===== src/rtl/lnic_ram_pkg.sv =====
// Shared types and default parameters for the RAM port requester and its users.
package lnic_ram_pkg;

  localparam int DEFAULT_DATA_WIDTH   = 32;
  localparam int DEFAULT_NUM_ENTRIES  = 2048;
  localparam int DEFAULT_ADDR_WIDTH   = $clog2(DEFAULT_NUM_ENTRIES);
  localparam int DEFAULT_READ_LATENCY = 1;
  localparam int DEFAULT_RESP_DEPTH   = 4;

  typedef struct packed {
    logic                          write;
    logic [DEFAULT_ADDR_WIDTH-1:0] addr;
    logic [DEFAULT_DATA_WIDTH-1:0] data;
  } req_t;

endpackage


===== src/rtl/ram_resp_fifo.sv =====
// Synchronous response FIFO holding RAM read data until downstream accepts it.
module ram_resp_fifo #(
  parameter  int DATA_WIDTH = 32,
  parameter  int DEPTH      = 4,
  localparam int PTR_W      = (DEPTH > 1) ? $clog2(DEPTH) : 1,
  localparam int CNT_W      = $clog2(DEPTH + 1)
) (
  input  logic                  clk,
  input  logic                  rst_n,
  input  logic                  push_i,
  input  logic [DATA_WIDTH-1:0] push_data_i,
  input  logic                  pop_i,
  output logic [DATA_WIDTH-1:0] pop_data_o,
  output logic                  full_o,
  output logic                  empty_o,
  output logic [CNT_W-1:0]      count_o
);

  logic [DATA_WIDTH-1:0] mem_q [DEPTH];
  logic [PTR_W-1:0]      wr_ptr_q;
  logic [PTR_W-1:0]      rd_ptr_q;
  logic [CNT_W-1:0]      count_q;

  function automatic logic [PTR_W-1:0] ptr_inc(input logic [PTR_W-1:0] p);
    return (p == PTR_W'(DEPTH - 1)) ? '0 : p + PTR_W'(1);
  endfunction

  // NOTE: storage has no reset; the pointers and count alone decide which entries are valid.
  always_ff @(posedge clk) begin
    if (push_i) mem_q[wr_ptr_q] <= push_data_i;
  end

  always_ff @(posedge clk or negedge rst_n) begin
    if (!rst_n) begin
      wr_ptr_q <= '0;
      rd_ptr_q <= '0;
      count_q  <= '0;
    end else begin
      if (push_i) wr_ptr_q <= ptr_inc(wr_ptr_q);
      if (pop_i)  rd_ptr_q <= ptr_inc(rd_ptr_q);
      case ({push_i, pop_i})
        2'b10:   count_q <= count_q + CNT_W'(1);
        2'b01:   count_q <= count_q - CNT_W'(1);
        default: count_q <= count_q;
      endcase
    end
  end

  assign pop_data_o = mem_q[rd_ptr_q];
  assign full_o     = (count_q == CNT_W'(DEPTH));
  assign empty_o    = (count_q == '0);
  assign count_o    = count_q;

  a_no_overflow:  assert property (@(posedge clk) disable iff (!rst_n) push_i |-> !full_o);
  a_no_underflow: assert property (@(posedge clk) disable iff (!rst_n) pop_i |-> !empty_o);

endmodule


===== src/rtl/ram_port_requester.sv =====
// Request side of one RAM port: drives the port, tracks reads in flight and
// reserves a response slot (credit) for every read so read data is never dropped.
module ram_port_requester
  import lnic_ram_pkg::*;
#(
  parameter int DATA_WIDTH   = DEFAULT_DATA_WIDTH,
  parameter int NUM_ENTRIES  = DEFAULT_NUM_ENTRIES,
  parameter int ADDR_WIDTH   = $clog2(NUM_ENTRIES),
  parameter int READ_LATENCY = DEFAULT_READ_LATENCY,
  parameter int RESP_DEPTH   = DEFAULT_RESP_DEPTH
) (
  input  logic                  clock,
  input  logic                  reset_n,
  input  logic                  req_valid,
  output logic                  req_ready,
  input  logic                  req_write,
  input  logic [ADDR_WIDTH-1:0] req_addr,
  input  logic [DATA_WIDTH-1:0] req_data,
  output logic                  resp_valid,
  input  logic                  resp_ready,
  output logic [DATA_WIDTH-1:0] resp_data,
  output logic [ADDR_WIDTH-1:0] ram_addr,
  output logic                  ram_we,
  output logic [DATA_WIDTH-1:0] ram_din,
  input  logic [DATA_WIDTH-1:0] ram_dout
);

  localparam int CRED_W = $clog2(RESP_DEPTH + 1);

  logic [CRED_W-1:0]       credits_q, credits_d;
  logic [READ_LATENCY-1:0] pipe_q, pipe_d;
  logic [ADDR_WIDTH-1:0]   addr_q;
  logic                    accept, rd_accept, pop;
  logic                    fifo_empty, fifo_full;
  logic [CRED_W-1:0]       fifo_count;

  assign req_ready  = reset_n && (req_write || (credits_q != '0));
  assign accept     = req_valid && req_ready;
  assign rd_accept  = accept && !req_write;
  assign ram_we     = accept && req_write;
  assign ram_din    = accept ? req_data : '0;
  assign ram_addr   = accept ? req_addr : addr_q;
  assign resp_valid = !fifo_empty;
  assign pop        = resp_valid && resp_ready;

  // NOTE: every signal driven here gets a default first, so no latch can be inferred.
  always_comb begin
    credits_d = credits_q;
    if (rd_accept && !pop)      credits_d = credits_q - CRED_W'(1);
    else if (pop && !rd_accept) credits_d = credits_q + CRED_W'(1);
    pipe_d    = pipe_q << 1;
    pipe_d[0] = rd_accept;
  end

  // NOTE: state registers use non-blocking '<=' so all of them update from pre-edge values.
  always_ff @(posedge clock or negedge reset_n) begin
    if (!reset_n) begin
      credits_q <= CRED_W'(RESP_DEPTH);
      pipe_q    <= '0;
      addr_q    <= '0;
    end else begin
      credits_q <= credits_d;
      pipe_q    <= pipe_d;
      if (accept) addr_q <= req_addr;
    end
  end

  // The oldest pipe stage marks the cycle in which ram_dout carries the read data.
  ram_resp_fifo #(
    .DATA_WIDTH (DATA_WIDTH),
    .DEPTH      (RESP_DEPTH)
  ) u_fifo (
    .clk         (clock),
    .rst_n       (reset_n),
    .push_i      (pipe_q[READ_LATENCY-1]),
    .push_data_i (ram_dout),
    .pop_i       (pop),
    .pop_data_o  (resp_data),
    .full_o      (fifo_full),
    .empty_o     (fifo_empty),
    .count_o     (fifo_count)
  );

  a_credit_conservation: assert property (@(posedge clock) disable iff (!reset_n)
    int'(credits_q) + $countones(pipe_q) + int'(fifo_count) == RESP_DEPTH);
  a_full_means_no_credit: assert property (@(posedge clock) disable iff (!reset_n)
    fifo_full |-> (credits_q == '0));

endmodule


===== config.mk =====
export PLATFORM = sky130hd
export DESIGN_NAME = ram_port_requester
export DESIGN_NICKNAME = d
export VERILOG_FILES = /design/src/rtl/lnic_ram_pkg.sv /design/src/rtl/ram_resp_fifo.sv /design/src/rtl/ram_port_requester.sv
export SDC_FILE = /design/constraint.sdc
export NUM_CORES = 1
export LEC_CHECK = 0
export ABC_AREA = 1
export CORE_MARGIN = 10
export CORE_UTILIZATION = 50
export DETAILED_ROUTE_END_ITERATION = 7
export PLACE_DENSITY = 0.85
export SETUP_SLACK_MARGIN = 0.2
export SYNTH_ARGS = -nofsm -noshare
export SYNTH_HDL_FRONTEND = slang
export SYNTH_HIERARCHICAL = 1
export SYNTH_SLANG_ARGS = --single-unit

===== constraint.sdc =====
create_clock -name clock -period 2.5 [get_ports clock]
set_clock_uncertainty 0.1 [all_clocks]
set_input_delay 0.5 -clock clock [delete_from_list [all_inputs] [get_ports clock]]
set_output_delay 0.5 -clock clock [all_outputs]
set_load 0.05 [all_outputs]

==> out/summary.log <==
INFO  cells_and_area area_taken_by_flip_flops_and_latches=0.00440mm²
INFO  logic_synthesis syn-num-nets=660
INFO  clocking       worst_skew_pair.late_latency=420ps
INFO  clocking       cts_hold_buffers=0
INFO  route          drtPass1Iterations=5
INFO  job            maxCapViolCount=0
INFO  cells_and_area post_route_cells_drive_above_1_share=30.3%
INFO  grt            wire_length_of_the_first_global_routing_pass=27,800µm
INFO  sta            worstMarginPinSlew=494ps
INFO  clocking       cts_buffers=17
INFO  sta            timing.slew.headroom=67.0%
INFO  floorplan      fp.coreArea=0.0127mm²
INFO  pwr            power.density=1160mW/mm²
INFO  floorplan      die-height=134µm
INFO  clocking       path_clk_slew=70ps
INFO  pwr            post-layout-total-power=12.0mW
INFO  clocking       number_of_clock_sinks=150
INFO  pwr            total_leakage_power=4.41nW
INFO  pwr            vdd_drop_max=0.638mV
INFO  sta            final-setup-viol-count=0
INFO  worst_hold_path type_of_the_tightest_min_delay_check=in2async
INFO  logic_synthesis synth.cell_area=0.00654mm²
INFO  route          remaining_drc_errors=0
INFO  cells_and_area area_added_between_synthesis_and_finish=57.9%
INFO  placed_design  gpl.final_weighted_congestion=0.830
INFO  cells_and_area fill_cell_count=638
INFO  placed_design  post-dp-hpwl=11,900µm
INFO  floorplan      die-area=0.0181mm²
INFO  floorplan      io_pins=158
INFO  placed_design  post-place-cells=889
INFO  setup_path     kind_of_end_point_of_the_critical_path=primary output
INFO  floorplan      die_width=134µm
INFO  clocking       htree_levels=4
INFO  grt            global_route_usage_over_all_layers=20.0%
INFO  logic_synthesis ys_warn_count=6
INFO  logic_synthesis syn_area_per_cell=11.5µm²
INFO  placed_design  post_dp_cell_area=0.00851mm²
INFO  cells_and_area stdcell_count=958
INFO  floorplan      initial_core_util=51.4%
INFO  route          routed_via_density=5.61
INFO  sta            finalCritPeriodShare=99.8%
INFO  setup_path     worst-endpoint-required=1900ps
INFO  setup_path     critical_path_arrival=1900ps
INFO  setup_path     critical_path.max_fanout=8
INFO  route          detailroute.via_count=5,373
INFO  logic_synthesis postSynthCellCount=571
INFO  status         outcome=finished clean
INFO  setup_path     cp_cell_sequence=clkdlybuf4s50_1 -> nand3_2 -> buf_6 -> nor2_2 -> buf_12
INFO  cells_and_area final_net_count=861
INFO  sta            whs=141ps
INFO  route          initialDrtViolationCount=505
INFO  grt            first_global_vias=5,123
INFO  floorplan      floorplan_row_count=41
INFO  clocking       clockBufferDepth=2
INFO  sta            finalWorstPathRequiredPeriod=2500ps
INFO  grt            antenna_found_initial=2
INFO  cells_and_area multi_input_comb_area=0.00181mm²
INFO  route          final_antenna_net_count=0
INFO  sta            timing_max_transition_violations_final=0
INFO  placed_design  port-buffer-count=157
INFO  sta            grt_setup_unrepaired=yes
INFO  grt            pin_count_of_the_biggest_net_entering_global_routing=35
INFO  setup_path     category_of_the_critical_setup_timing_path=in2out
INFO  cells_and_area layout.core_utilization=81.2%
INFO  clocking       cts_tree=done
INFO  setup_path     rr_startpoint=credits_q[0]
INFO  clocking       cts-root-buf=sky130_fd_sc_hd__clkbuf_16
INFO  cells_and_area postLayoutCellArea=0.0103mm²
INFO  setup_path     cpPeakStageDelay=630ps
INFO  grt            globalRouteOverflowTotal=0
INFO  route          post_detailed_route_wirelength_per_cell=24.6µm
INFO  route          drt_wl_total=23,600µm
INFO  sta            finalHoldViolations=0
INFO  setup_path     timing.critical_path.from_type=input pin
INFO  setup_path     worstSetupStartpoint=req_valid
INFO  sta            max_freq=0.401GHz
INFO  setup_path     worst_path_max_delay_cell=sky130_fd_sc_hd__clkdlybuf4s50_1
stage by stage:
| step | worst slack (ps) | setup TNS (ps) |
|---|---|---|
| 5_1_grt | -15.7 | -83.9 |
| 2_1_floorplan | 287 | 0 |
| 4_1_cts | 82.5 | 0 |
| 6_report | 4.71 | 0 |
| 3_5_place_dp | -121 | -1100 |
| 3_3_place_gp | -40.4 | -374 |
worst max-delay path, delay by kind of cell:
family        cells  cell delay (ps)
buf+inv           3             1010
simple gates      2              370
worst paths after layout:
path,to,slack [ps],cells past startpoint
setup / recovery,ram_din[30],5,5
hold / removal,addr_q[0],140,2
setup reg to reg,credits_q[2],220,10
hold reg to reg,credits_q[2],410,2
max in group asynchronous,addr_q[9],1850,3
min in group clock,pipe_q,390,3
metal layers:
metal | vias to the layer above | wire length [µm] | track usage, %
met3 | 80 | 1850 | 6.83
met2 | 322 | 12600 | 35.2
met5 | - | 18 | 0
met4 | 2 | 1050 | 8.22
met1 | 2660 | 8080 | 21.4
li1 | 2309 | - | -
timing repair:
action / 4_1_cts / 5_1_grt
setup endpoints to repair: 78 / 78
resized for setup: 35 / 150
cloned: 3 / 23
pin swaps: 1 / 27
setup buffers: 1 / 9
state kept, by name, summed over array words and instances, names as in the netlist:
name and cells:
u_fifo/count_o 3, credits_q 3, u_fifo/wr_ptr_q 2, pipe_q 1, u_fifo/mem_q 128, u_fifo/rd_ptr_q 2, addr_q 11
where the power goes:
group / internal [mW] / leakage (nW) / total (mW) / switching [mW]
sequential: 2.98 / 1.42 / 3.17 / 0.198
clock: 1.48 / 0.283 / 2.51 / 1.03
combinational: 2.43 / 2.71 / 6.30 / 3.87
cell usage in the layout, fill, tap and decap left out, types with 2 or more instances in the layout:
cell type                         instances
sky130_fd_sc_hd__nand2_4                 19
sky130_fd_sc_hd__nand2_2                 16
sky130_fd_sc_hd__buf_16                   4
sky130_fd_sc_hd__buf_8                   13
sky130_fd_sc_hd__clkinv_4                 2
sky130_fd_sc_hd__nor2_4                  17
sky130_fd_sc_hd__nand3_1                  3
sky130_fd_sc_hd__dfrtp_2                  2
sky130_fd_sc_hd__o211ai_1                64
sky130_fd_sc_hd__nor2_2                  17
sky130_fd_sc_hd__buf_6                   31
sky130_fd_sc_hd__edfxtp_1               128
sky130_fd_sc_hd__buf_4                   21
sky130_fd_sc_hd__fa_1                     2
sky130_fd_sc_hd__nor2_1                   3
sky130_fd_sc_hd__bufinv_16                2
sky130_fd_sc_hd__nand4_1                 13
sky130_fd_sc_hd__dlymetal6s2s_1           2
sky130_fd_sc_hd__nand2_1                104
sky130_fd_sc_hd__clkinv_2                 3
sky130_fd_sc_hd__clkdlybuf4s50_1         77
sky130_fd_sc_hd__ha_1                     7
sky130_fd_sc_hd__dfrtp_1                 19
sky130_fd_sc_hd__clkbuf_16               30
sky130_fd_sc_hd__clkinv_8                 2
sky130_fd_sc_hd__xnor2_1                  2
sky130_fd_sc_hd__inv_1                  114
sky130_fd_sc_hd__inv_6                    5
sky130_fd_sc_hd__buf_12                  45
sky130_fd_sc_hd__o21ai_0                  5
cell type report:
class | instances | area share (%)
Antenna cell | 1 | 0.0242
Timing Repair Buffer | 207 | 27.5
Tap cell | 172 | 2.08
Multi-Input combinational cell | 277 | 17.5
Sequential cell | 150 | 42.6
Timing Repair inverter | 3 | 0.327
Inverter | 116 | 4.34
Clock inverter | 14 | 1.43
Clock buffer | 18 | 4.16
No activity file was read; power rests on OpenSTA's default activity.
